<file path="config.mk">
export PLATFORM = sky130hd
export DESIGN_NAME = audio_playback_controller
export DESIGN_NICKNAME = d
export VERILOG_FILES = /design/src/rtl/audio_pkg.sv /design/src/rtl/word_fetcher.sv /design/src/rtl/audio_playback_controller.sv
export SDC_FILE = /design/constraint.sdc
export NUM_CORES = 1
export LEC_CHECK = 0
export CAP_MARGIN = 15
export CORE_MARGIN = 2
export CORE_UTILIZATION = 40
export CTS_BUF_LIST = sky130_fd_sc_hd__clkbuf_4 sky130_fd_sc_hd__clkbuf_8 sky130_fd_sc_hd__clkbuf_16
export DETAILED_ROUTE_END_ITERATION = 8
export GPL_ROUTABILITY_DRIVEN = 1
export PLACE_DENSITY_LB_ADDON = 0.05
export SLEW_MARGIN = 10
export SYNTH_ARGS = -nofsm -noshare
export SYNTH_HDL_FRONTEND = slang
export SYNTH_SLANG_ARGS = --single-unit
export TNS_END_PERCENT = 1
</file>
<file path="constraint.sdc">
create_clock -name clock -period 7.91 [get_ports clock]
set_input_delay 1.9775 -clock clock [delete_from_list [all_inputs] [get_ports clock]]
set_output_delay 1.9775 -clock clock [all_outputs]
set_load 0.005 [all_outputs]
</file>
<file path="src/rtl/audio_pkg.sv">
// Shared widths, limits and FSM state encoding for the audio playback controller.
// Optional looping playback is enabled with the AUDIO_LOOP_EN macro (see audio_playback_controller).
package audio_pkg;

   localparam int WORD_W          = 16;
   localparam int BITS_PER_WORD   = 16;
   localparam int MIN_MEM_LATENCY = 1;
   localparam int MAX_MEM_LATENCY = 12;

   typedef enum logic [1:0] {
      PB_IDLE   = 2'd0,
      PB_FETCH0 = 2'd1,
      PB_RUN    = 2'd2,
      PB_DRAIN  = 2'd3
   } pb_state_t;

   function automatic bit latency_ok(input int lat);
      return (lat >= MIN_MEM_LATENCY) && (lat <= MAX_MEM_LATENCY);
   endfunction

endpackage

</file>
<file path="src/rtl/word_fetcher.sv">
// Issues one sample-memory read per request and flags the cycle its data is valid.
// Used for both the first word of a range and every prefetch behind it.
module word_fetcher
   import audio_pkg::*;
#(
   parameter int ADDR_W      = 16,
   parameter int MEM_LATENCY = 1
) (
   input  logic              clock,
   input  logic              reset,
   input  logic              flush_i,
   input  logic              req_i,
   input  logic [ADDR_W-1:0] addr_i,
   output logic [ADDR_W-1:0] mem_addr_o,
   output logic              mem_rd_o,
   input  logic [WORD_W-1:0] mem_data_i,
   output logic [WORD_W-1:0] data_o,
   output logic              valid_o
);

   logic [ADDR_W-1:0]      mem_addr_q, mem_addr_d;
   logic                   mem_rd_q, mem_rd_d;
   logic [MEM_LATENCY-1:0] pipe_q, pipe_d;

   // req_i is a one-cycle strobe with no back-pressure: the read goes out the next
   // cycle and valid_o is high for exactly the one cycle mem_data_i carries the word.
   // flush_i drops any read still in flight so its data is never reported.
   always_comb begin
      mem_rd_d   = req_i & ~flush_i;
      mem_addr_d = req_i ? addr_i : mem_addr_q;
      pipe_d     = '0;
      pipe_d[0]  = mem_rd_q & ~flush_i;
      for (int i = 1; i < MEM_LATENCY; i++) begin
         pipe_d[i] = pipe_q[i-1] & ~flush_i;
      end
   end

   always_ff @(posedge clock or posedge reset) begin
      if (reset) begin
         mem_addr_q <= '0;
         mem_rd_q   <= 1'b0;
         pipe_q     <= '0;
      end else begin
         mem_addr_q <= mem_addr_d;
         mem_rd_q   <= mem_rd_d;
         pipe_q     <= pipe_d;
      end
   end

   assign mem_addr_o = mem_addr_q;
   assign mem_rd_o   = mem_rd_q;
   assign data_o     = mem_data_i;
   assign valid_o    = pipe_q[MEM_LATENCY-1];

endmodule

</file>
<file path="src/rtl/audio_playback_controller.sv">
// Walks a word range in sample memory and feeds the 16-bit serializer gaplessly via a shadow prefetch.
// Define AUDIO_LOOP_EN to add the `loop` input that restarts the range instead of draining.
module audio_playback_controller
   import audio_pkg::*;
#(
   parameter int ADDR_W      = 16,
   parameter int MEM_LATENCY = 1
) (
   input  logic              clock,
   input  logic              reset,
   input  logic              play,
   input  logic              stop,
   input  logic [ADDR_W-1:0] start_addr,
   input  logic [ADDR_W-1:0] end_addr,
   output logic [ADDR_W-1:0] mem_addr,
   output logic              mem_rd,
   input  logic [WORD_W-1:0] mem_data,
   output logic [WORD_W-1:0] ser_data,
   output logic              ser_enable,
   input  logic              ser_done,
   output logic              busy,
   output logic              finished,
   output logic [1:0]        dbg_state
`ifdef AUDIO_LOOP_EN
   ,
   input  logic              loop
`endif
);

   if (!latency_ok(MEM_LATENCY)) begin : g_bad_latency
      $error("audio_playback_controller: MEM_LATENCY must be within 1..12");
   end

   pb_state_t         state_q, state_d;
   logic [ADDR_W-1:0] start_q, start_d;
   logic [ADDR_W-1:0] end_q, end_d;
   logic [ADDR_W-1:0] cur_q, cur_d;
   logic [WORD_W-1:0] shadow_q, shadow_d;
   logic              shadow_vld_q, shadow_vld_d;
   logic [WORD_W-1:0] ser_data_q, ser_data_d;
   logic              ser_en_q, ser_en_d;
   logic              fin_q, fin_d;

   logic              fetch_req;
   logic [ADDR_W-1:0] fetch_addr;
   logic              fetch_flush;
   logic [WORD_W-1:0] fetch_data;
   logic              fetch_valid;
   logic              loop_en;
   logic [ADDR_W-1:0] cur_inc, cur_inc2, start_inc;

`ifdef AUDIO_LOOP_EN
   assign loop_en = loop;
`else
   assign loop_en = 1'b0;
`endif

   assign cur_inc   = cur_q + ADDR_W'(1);
   assign cur_inc2  = cur_q + ADDR_W'(2);
   assign start_inc = start_q + ADDR_W'(1);

   word_fetcher #(
      .ADDR_W      (ADDR_W),
      .MEM_LATENCY (MEM_LATENCY)
   ) u_fetch (
      .clock      (clock),
      .reset      (reset),
      .flush_i    (fetch_flush),
      .req_i      (fetch_req),
      .addr_i     (fetch_addr),
      .mem_addr_o (mem_addr),
      .mem_rd_o   (mem_rd),
      .mem_data_i (mem_data),
      .data_o     (fetch_data),
      .valid_o    (fetch_valid)
   );

   always_comb begin
      state_d      = state_q;
      start_d      = start_q;
      end_d        = end_q;
      cur_d        = cur_q;
      shadow_d     = shadow_q;
      shadow_vld_d = shadow_vld_q;
      ser_data_d   = ser_data_q;
      ser_en_d     = ser_en_q;
      fin_d        = 1'b0;
      fetch_req    = 1'b0;
      fetch_addr   = cur_q;
      fetch_flush  = 1'b0;

      unique case (state_q)
         PB_IDLE: begin
            if (play && !stop) begin
               if (start_addr <= end_addr) begin
                  start_d      = start_addr;
                  end_d        = end_addr;
                  cur_d        = start_addr;
                  shadow_vld_d = 1'b0;
                  fetch_req    = 1'b1;
                  fetch_addr   = start_addr;
                  state_d      = PB_FETCH0;
               end else begin
                  fin_d = 1'b1;
               end
            end
         end

         PB_FETCH0: begin
            if (stop) begin
               fetch_flush  = 1'b1;
               ser_en_d     = 1'b0;
               shadow_vld_d = 1'b0;
               state_d      = PB_IDLE;
            end else if (fetch_valid) begin
               ser_data_d = fetch_data;
               ser_en_d   = 1'b1;
               state_d    = PB_RUN;
               if (cur_q != end_q) begin
                  fetch_req  = 1'b1;
                  fetch_addr = cur_inc;
               end else if (loop_en) begin
                  fetch_req  = 1'b1;
                  fetch_addr = start_q;
               end
            end
         end

         PB_RUN: begin
            if (stop) begin
               fetch_flush  = 1'b1;
               ser_en_d     = 1'b0;
               shadow_vld_d = 1'b0;
               state_d      = PB_IDLE;
            end else begin
               if (fetch_valid) begin
                  shadow_d     = fetch_data;
                  shadow_vld_d = 1'b1;
               end
               if (ser_done) begin
                  if (cur_q != end_q) begin
                     ser_data_d   = shadow_q;
                     shadow_vld_d = 1'b0;
                     cur_d        = cur_inc;
                     // Never read past end_addr; this also keeps an all-ones end from wrapping.
                     if (cur_inc != end_q) begin
                        fetch_req  = 1'b1;
                        fetch_addr = cur_inc2;
                     end else if (loop_en) begin
                        fetch_req  = 1'b1;
                        fetch_addr = start_q;
                     end
                  end else if (loop_en && shadow_vld_q) begin
                     ser_data_d   = shadow_q;
                     shadow_vld_d = 1'b0;
                     cur_d        = start_q;
                     fetch_req    = 1'b1;
                     fetch_addr   = (start_q != end_q) ? start_inc : start_q;
                  end else begin
                     ser_en_d = 1'b0;
                     fin_d    = 1'b1;
                     state_d  = PB_DRAIN;
                  end
               end
            end
         end

         PB_DRAIN: begin
            fetch_flush  = stop;
            shadow_vld_d = 1'b0;
            state_d      = PB_IDLE;
         end

         default: begin
            state_d = PB_IDLE;
         end
      endcase
   end

   always_ff @(posedge clock or posedge reset) begin
      if (reset) begin
         state_q      <= PB_IDLE;
         start_q      <= '0;
         end_q        <= '0;
         cur_q        <= '0;
         shadow_q     <= '0;
         shadow_vld_q <= 1'b0;
         ser_data_q   <= '0;
         ser_en_q     <= 1'b0;
         fin_q        <= 1'b0;
      end else begin
         state_q      <= state_d;
         start_q      <= start_d;
         end_q        <= end_d;
         cur_q        <= cur_d;
         shadow_q     <= shadow_d;
         shadow_vld_q <= shadow_vld_d;
         ser_data_q   <= ser_data_d;
         ser_en_q     <= ser_en_d;
         fin_q        <= fin_d;
      end
   end

   assign ser_data   = ser_data_q;
   assign ser_enable = ser_en_q;
   assign busy       = (state_q != PB_IDLE);
   assign finished   = fin_q;
   assign dbg_state  = state_q;

endmodule

</file>
==> results.yml, run 1 <==
finish:
  fin_area_um2: 7530
  area.growth.synth_to_final_pct: 18.5
  antenna_cells: 0
  final_common_cell: "clkdlybuf4s50_1"
  drive_gt1_share_pct: 11.4
  mostFrequentLayoutCells: "clkdlybuf4s50_1 (90), dfrtp_1 (86), nor2_1 (74)"
  layout.nets: 837
  finalNonFillerCells: 986
  post-route-util_pct: 47.9
cts:
  clkLatencyLatePin_ps: 360
  cts.sinks: 86
  cts-buffers-inserted: 9
  cts_setup_buffers: 0
  clk_pin_slew_ps: 70
  cts_hold_buf: 0
  cts_tree: "done"
  cts_max_level: 3
  cts_root_buf: "clkbuf_16"
  postCtsResizedCells: 0
  cts_buffer_depth: 2
setup_path:
  critPathLaunch: "start_addr[5]"
  r2r_end: "u_fetch.mem_addr_o[11]$_DFFE_PP0P_"
  cpPeakStageDelay_ps: 500
  setup.worst_path.end_class: "flop"
  path_cells: "clkdlybuf4s50_1 > ha_1 > a21oi_1 > o21ai_0 > a221oi_1 > a31oi_4 > o31ai_1 > a22oi_2 > inv_2 > o211ai_1 > o32a_1"
  worst_path_max_delay_cell: "a221oi_1"
  crit_type: "primary input to flop"
  rr_worst_depth: 10
  cp.arrival_ps: 5280
  cp-start-kind: "primary input"
  endpoint: "u_fetch.mem_addr_o[11]$_DFFE_PP0P_"
  cp_data_required_time_ps: 8160
  rr_startpoint: "cur_q[2]$_DFFE_PP0P_"
  rrSetupSlack_ps: 3560
  worst-path-max-fanout: 31
timing:
  slew_headroom_pct: 28.7
  tns_ps: 0
  finalSetupViolCount: 0
  fmax_mhz: 199
  final.period_utilization_pct: 63.6
  maxSlewViolCount: 0
  whs_ps: 500
  worst_pin_slew_ps: 1060
  rsz0062_at_grt: "false"
  fin_crit_ps: 5030
  finalHoldViolCount: 0
  setup_slack_ps: 2880
  clock_skew_ps: 11.5
die:
  die_area_um2: 16900
  row_count: 46
  start_util_pct: 40.4
  die_x_um: 130
  io_pins: 91
  die_h_um: 130
  coreArea_um2: 15700
global_route:
  grt_util_met3_pct: 3.53
  top_usage_layer: "met1"
  grt_pass1_vias: 5554
  grt_max_degree: 59
  grt_use_met1_pct: 37.5
  grt_pass1_wl_um: 32300
  grt_overflow: 0
  gr-usage-met2_pct: 37.1
  track_usage_pct: 25.2
  antenna_found_initial: 0
route:
  post_drt_wl_per_cell_um: 20.7
  drt_iter0_markers: 447
  routed_via_density: 5.92
  routed_wl_um: 20400
  drtAntennaViolNets: 0
  drc: 0
  drt_pass1_iterations: 5
  vias: 5836
min_path:
  hold_path.class: "flop to flop"
placed_design:
  post-place-ws_ps: 2480
  gp_congestion: 0.956
  post-dp-hpwl_um: 14900
  dp_cells: 971
  port_buffers: 90
  dpl_cell_area_um2: 7240
power:
  peakVddDrop_mv: 0.123
  powerDensity_nw_per_um2: 309
  finalPower_mw: 2.33
  leakagePower_nw: 2.98
status:
  status: "complete, no violations"
synth:
  syn_inst: 717
  synthFlopType: "dfrtp_1"
  syn_area_per_cell_um2: 8.86
  synth_edf_count: 0
  yosysSeqAreaShare_pct: 33.9
  synth_seq_cells: 86
  async_flop_share_pct: 100
  synth_cell_types: 85
  synth_nets: 788
  ys_warn_count: 0
  syn_area_um2: 6350
run:
  maxCapViolations: 0
==> cells in the mapped netlist (all sizes together) (4+ instances only) <==
master   n  area [um2]
or3      6        37.5
xor2    22         193
ha      18         225
nor3    16        80.1
nor2b    6        37.5
nand2   69         262
a21bo    5        50.1
o211ai  14         115
a211oi   4        30.0
o31ai    5        37.5
o21ai   29         149
a31oi   42         290
nand3   16         108
mux2i   13         130
xnor2   12         105
nor2    77         313
o22a    10        87.6
buf     37         272
inv     26        97.6
clkbuf  23        90.1
nor4    11         111
nand4   19         144
a21oi   42         210
dfrtp   86        2150
or4      4        30.0
a32oi    8        70.1
mux2    35         398
and3     6        38.8
==> critical path: cells and delay by family <==
family                   cells  cell delay [ps]
adder cells (fa/ha/maj)      1              340
buffers and inverters        2              930
AO/OA/AOI/OAI                8             2020
==> power by group <==
part           leakage [nW]  switching, mW  internal, mW
combinational          1.82          0.551         0.490
clock                 0.139          0.197         0.246
sequential             1.02          0.256         0.590
==> final cells by class <==
cell class / instances / area, um2
Multi-Input combinational cell: 544 / 3750
Fill cell: 1551 / 8180
Sequential cell: 86 / 2150
Timing Repair Buffer: 98 / 961
Clock inverter: 6 / 71.3
Clock buffer: 9 / 225
Tap cell: 216 / 270
Inverter: 27 / 103
==> metal layers <==
metal | vias to the layer above | share of wire, %
met4 | 0 | 2.4
li1 | 2730 | -
met5 | - | 0
met1 | 2820 | 46
met3 | 29 | 7.9
met2 | 257 | 43
==> how the worst min path moves through the flow <==
stage / from / endpoint / slack, ps / depth (start not counted)
3_3_place_gp: u_fetch.mem_addr_o[0]$_DFFE_PP0P_ / u_fetch.mem_addr_o[0]$_DFFE_PP0P_ / 480 / 1
4_1_cts: u_fetch.mem_addr_o[0]$_DFFE_PP0P_ / u_fetch.mem_addr_o[0]$_DFFE_PP0P_ / 510 / 1
6_report: u_fetch.mem_addr_o[0]$_DFFE_PP0P_ / u_fetch.mem_addr_o[0]$_DFFE_PP0P_ / 500 / 1
2_1_floorplan: end_q[0]$_DFFE_PP0P_ / end_q[0]$_DFFE_PP0P_ / 480 / 1
3_5_place_dp: u_fetch.mem_addr_o[0]$_DFFE_PP0P_ / u_fetch.mem_addr_o[0]$_DFFE_PP0P_ / 490 / 1
5_1_grt: shadow_q[5]$_DFFE_PP0P_ / shadow_q[5]$_DFFE_PP0P_ / 520 / 1
==> flip-flops by register name, indices dropped and copies added, names as in the netlist, 2 cells and up <==
| signal | count |
|---|---|
| dbg_state | 2 |
| end_q | 16 |
| cur_q | 16 |
| shadow_q | 16 |
| ser_data | 16 |
| u_fetch.mem_addr_o | 16 |
==> logic make-up (layout without fill, tap and decap cells) <==
family                     Yosys count  after routing  synth area share (%)
adders and majority gates           18             18                  3.54
and+or+nand+nor                    249            249                  20.9
AOI/OAI and AO/OA                  195            195                  21.4
muxes                               48             48                  8.31
DFF                                 86             86                  33.9
xor gates and xnor gates            34             34                  4.69
buffers and inverters               87            140                  7.28
(Power assumes the default switching activity.)
==> run 2: changes to the inputs <==
==> constraint.sdc (replaced) <==
create_clock -name clock -period 5 [get_ports clock]
set_input_delay 1.25 -clock clock [delete_from_list [all_inputs] [get_ports clock]]
set_output_delay 1.25 -clock clock [all_outputs]
set_load 0.005 [all_outputs]
==> run 2 against run 1 <==
  * Routed wire length grew 2.4%
  * Utilization increased by 0.62 points
  * Flip-flop and latch count unchanged
  * Cell count is 0.81% higher
  * Design area rose by 1.3%
  * Critical path type unchanged
==> results.yml, run 2 (synthesis gave the netlist of run 1 again) <==
finish:
  drive_gt1_share_pct: 12.3
  nFillCells: 1504
  area.growth.synth_to_final_pct: 20.1
  layout.nets: 845
  fin_area_um2: 7630
  antenna_cells: 0
  mostFrequentLayoutCells: "clkdlybuf4s50_1 (90), dfrtp_1 (86), nor2_1 (74)"
  final_common_cell: "clkdlybuf4s50_1"
route:
  drt_iter0_markers: 545
  drtAntennaViolNets: 0
  drc: 0
  post_drt_wl_per_cell_um: 21.0
  routed_wl_um: 20900
  vias: 5985
  routed_via_density: 6.02
  drt_pass1_iterations: 6
die:
  coreArea_um2: 15700
  io_pins: 91
  row_count: 46
  start_util_pct: 40.4
  die_x_um: 130
  die_area_um2: 16900
  die_h_um: 130
cts:
  cts.sinks: 86
  cts-buffers-inserted: 9
  cts_tree: "done"
  cts_buffer_depth: 2
  postCtsResizedCells: 0
  clk_pin_slew_ps: 60
  clkLatencyLatePin_ps: 360
  cts_root_buf: "clkbuf_16"
  cts_setup_buffers: 0
  cts_max_level: 3
  cts_hold_buf: 0
placed_design:
  post-dp-hpwl_um: 14800
  post-place-ws_ps: 437
  dpl_cell_area_um2: 7310
  port_buffers: 90
  gp_congestion: 0.915
status:
  status: "complete, no violations"
timing:
  fin_crit_ps: 4210
  finalHoldViolCount: 0
  fmax_mhz: 238
  finalSetupViolCount: 0
  rsz0062_at_grt: "false"
  worst_pin_slew_ps: 1050
  tns_ps: 0
  whs_ps: 508
  final.period_utilization_pct: 84.1
  setup_slack_ps: 795
  maxSlewViolCount: 0
  slew_headroom_pct: 30.1
  clock_skew_ps: 9.27
min_path:
  hp-start: "shadow_q[14]$_DFFE_PP0P_"
  hold_end: "shadow_q[14]$_DFFE_PP0P_"
  whs_path_depth: 1
  hold_path.class: "flop to flop"
setup_path:
  worst-path-max-fanout: 17
  rr_startpoint: "cur_q[2]$_DFFE_PP0P_"
  rr_worst_depth: 9
  rrSetupSlack_ps: 1160
  r2r_end: "u_fetch.mem_addr_o[5]$_DFFE_PP0P_"
  cp.arrival_ps: 4450
  cp-start-kind: "primary input"
  setup.worst_path.end_class: "flop"
  crit_type: "primary input to flop"
  cp_data_required_time_ps: 5240
power:
  peakVddDrop_mv: 0.205
  leakagePower_nw: 3.04
  powerDensity_nw_per_um2: 491
global_route:
  grt_overflow: 0
  grt_max_degree: 83
  grt_pass1_vias: 5457
  antenna_found_initial: 0
  track_usage_pct: 24.8
  grt_pass1_wl_um: 31600
run:
  maxCapViolations: 0
run 2: cell count changes in the layout (fill, tap and decap cells not counted):
cell / change
buf_4: +7
inv_8: +1
buf_12: +1
inv_6: -2
bufinv_16: +1
clkinv_4: +1
clkinvlp_4: -1
run 2: through the flow:
| stage | utilization [%] | instances | total power [mW] |
|---|---|---|---|
| final | 48.6 | 994 | 3.75 |
| after floorplan | - | 717 | 2.34 |
| after CTS | 48.6 | 994 | 3.73 |
| after detailed placement | 46.5 | 979 | 2.97 |
| after global placement | 46.5 | 979 | 2.94 |
| after global routing | 48.6 | 994 | 3.95 |
run 2: final cells by class:
type / count / area, um2 / area share (%)
flip-flops and latches: 86 / 2150 / 28.2
clock buffers: 9 / 225 / 2.95
repair buffers: 106 / 1030 / 13.5
well taps: 216 / 270 / 3.54
clock inverters: 6 / 96.3 / 1.26
inverters: 27 / 103 / 1.34
multi-input cells: 544 / 3750 / 49.1
run 2: how the worst max path moves through the flow:
stage,start,end,slack (ps),cells past startpoint
final,start_addr[14],end_q[9]$_DFFE_PP0P_,790,9
after floorplan,end_addr[14],end_q[0]$_DFFE_PP0P_,1410,11
after detailed placement,end_addr[15],end_q[11]$_DFFE_PP0P_,440,10
after global routing,start_addr[14],end_q[11]$_DFFE_PP0P_,620,9
after global placement,end_addr[5],end_q[9]$_DFFE_PP0P_,500,10
after CTS,start_addr[14],end_q[11]$_DFFE_PP0P_,800,9
run 2: critical path: stages:
cell and delay, ps:
clkdlybuf4s50_1 500, ha_1 360, nand4_1 190, nor4_2 370, and4_1 360, a31oi_4 100
nand2b_1 380, nor2_4 540, mux2_2 400
run 2: power breakdown:
| part | switching (mW) | total [mW] | internal [mW] |
|---|---|---|---|
| sequential | 0.385 | 1.32 | 0.933 |
| combinational | 0.894 | 1.68 | 0.785 |
| clock | 0.311 | 0.752 | 0.440 |
run 2: routing by layer:
layer	GRT usage, %	part of all wire [%]	vias to the layer above
li1	-	-	2755
met1	36.3	45	2882
met2	36.6	44	298
met3	3.94	7.8	50
met4	9.93	3.0	0
met5	0	0	-
==> run 3: changes to the inputs <==
==> constraint.sdc (replaced) <==
create_clock -name clock -period 3.5 [get_ports clock]
set_input_delay 0.875 -clock clock [delete_from_list [all_inputs] [get_ports clock]]
set_output_delay 0.875 -clock clock [all_outputs]
set_load 0.005 [all_outputs]
==> run 3 against run 2 <==
  * Non-clock buffer count grew 86
  * Die area is the same
  * Design area increased by 11%
  * Worst setup slack worse by 700 ps
  * Total power up 50%
  * Critical path depth rose by 4
  * Highest routed layer unchanged
==> results.yml, run 3 (synthesis gave the netlist of run 1 again) <==
setup_path:
  rr_startpoint: "cur_q[2]$_DFFE_PP0P_"
  worst-path-max-fanout: 6
  r2r_end: "u_fetch.mem_addr_o[4]$_DFFE_PP0P_"
  rr_worst_depth: 10
  rrSetupSlack_ps: 450
  cp-start-kind: "primary input"
  setup.worst_path.end_class: "flop"
  crit_type: "primary input to flop"
  cp_data_required_time_ps: 3740
  cp.arrival_ps: 3650
power:
  leakagePower_nw: 3.52
  peakVddDrop_mv: 0.284
  finalPower_mw: 5.63
  powerDensity_nw_per_um2: 666
die:
  start_util_pct: 40.4
  die_area_um2: 16900
  row_count: 46
  io_pins: 91
  die_h_um: 130
  coreArea_um2: 15700
  die_x_um: 130
global_route:
  grt_pass1_vias: 6022
  grt_util_met3_pct: 4.06
  grt_max_degree: 43
  grt_pass1_wl_um: 33500
  grt_use_met1_pct: 37.9
  antenna_found_initial: 0
  top_usage_layer: "met1"
  grt_overflow: 0
  track_usage_pct: 26.0
  gr-usage-met2_pct: 37.9
cts:
  cts_tree: "done"
  clk_pin_slew_ps: 70
  cts-buffers-inserted: 9
  cts.sinks: 86
  cts_hold_buf: 0
  cts_root_buf: "clkbuf_16"
  cts_buffer_depth: 2
  cts_max_level: 3
  clkLatencyLatePin_ps: 360
run:
  maxCapViolations: 0
finish:
  final_common_cell: "buf_4"
  antenna_cells: 0
  mostFrequentLayoutCells: "buf_4 (93), clkdlybuf4s50_1 (88), dfrtp_1 (86)"
  post-route-util_pct: 53.7
  nFillCells: 1455
  area.growth.synth_to_final_pct: 32.9
  drive_gt1_share_pct: 22.8
  layout.nets: 932
min_path:
  hold_path.class: "flop to flop"
  hp-start: "u_fetch.mem_addr_o[1]$_DFFE_PP0P_"
  hold_end: "u_fetch.mem_addr_o[1]$_DFFE_PP0P_"
  whs_path_depth: 2
timing:
  maxSlewViolCount: 0
  rsz0062_at_grt: "true"
  tns_ps: 0
  worst_pin_slew_ps: 680
  finalSetupViolCount: 0
  whs_ps: 488
  finalHoldViolCount: 0
  final.period_utilization_pct: 97.3
  fmax_mhz: 294
  clock_skew_ps: 10.2
  fin_crit_ps: 3410
  slew_headroom_pct: 54.6
route:
  vias: 6263
  drt_pass1_iterations: 5
  routed_via_density: 5.79
  drtAntennaViolNets: 0
  post_drt_wl_per_cell_um: 20.0
  drc: 0
  drt_iter0_markers: 639
  routed_wl_um: 21700
status:
  status: "complete, no violations"
placed_design:
  post-dp-hpwl_um: 16200
  port_buffers: 90
  gp_congestion: 0.956
-- run 3: critical path, stage by stage --
cell and delay (ps):
clkdlybuf4s50_1 460, ha_1 330, nand4_1 180, buf_4 140
nor2_1 30, a221oi_1 280, buf_4 170, a31oi_4 90
buf_12 160, nor2_8 150, mux2i_2 360, o211ai_1 120
o32a_1 290
-- run 3: area by class of cell --
type	instances	area (um2)	area share, %
Multi-Input combinational cell	545	3860	45.7
Clock buffer	9	225	2.67
Timing Repair Buffer	192	1740	20.6
Sequential cell	86	2150	25.5
Tap cell	216	270	3.20
Inverter	27	103	1.21
Clock inverter	6	93.8	1.11
-- run 3: worst max path at each step --
stage                         startpoint                                 end  cells past startpoint
after global routing         end_addr[5]   u_fetch.mem_addr_o[5]$_DFFE_PP0P_                     13
after detailed placement  start_addr[14]  u_fetch.mem_addr_o[15]$_DFFE_PP0P_                     11
after global placement    start_addr[14]  u_fetch.mem_addr_o[11]$_DFFE_PP0P_                     11
after floorplan             end_addr[14]                end_q[0]$_DFFE_PP0P_                     11
final                      start_addr[8]  u_fetch.mem_addr_o[11]$_DFFE_PP0P_                     13
after CTS                    end_addr[9]  u_fetch.mem_addr_o[15]$_DFFE_PP0P_                     12
-- run 3: routing by layer --
layer / vias up / part of all wire, %
li1: 2926 / -
met4: 0 / 3.1
met1: 2961 / 44
met5: - / 0
met3: 54 / 9.0
met2: 322 / 44
-- run 3: per-stage QoR --
| stage | setup WS, ps | cell area, um2 | std cells |
|---|---|---|---|
| 4_1_cts | 33.3 | 8290 | 1079 |
| 3_3_place_gp | -346 | 7960 | 1063 |
| 3_5_place_dp | -405 | 7960 | 1063 |
| 2_1_floorplan | 282 | 6350 | 717 |
| 5_1_grt | -48.5 | 8440 | 1081 |
| 6_report | 94.3 | 8440 | 1081 |
-- run 3: power by group --
part / internal, mW / switching, mW
Combinational: 1.34 / 1.50
Sequential: 1.34 / 0.373
Clock: 0.629 / 0.449
Total: 3.31 / 2.32
-- run 3: timing repair --
item                                   4_1_cts  5_1_grt
pin swaps                                    2       15
cloned                                       0        1
gates resized for setup                      0       28
setup endpoints to repair                    5       44
endpoints found under the hold margin        0        0
setup buffers                                1        1
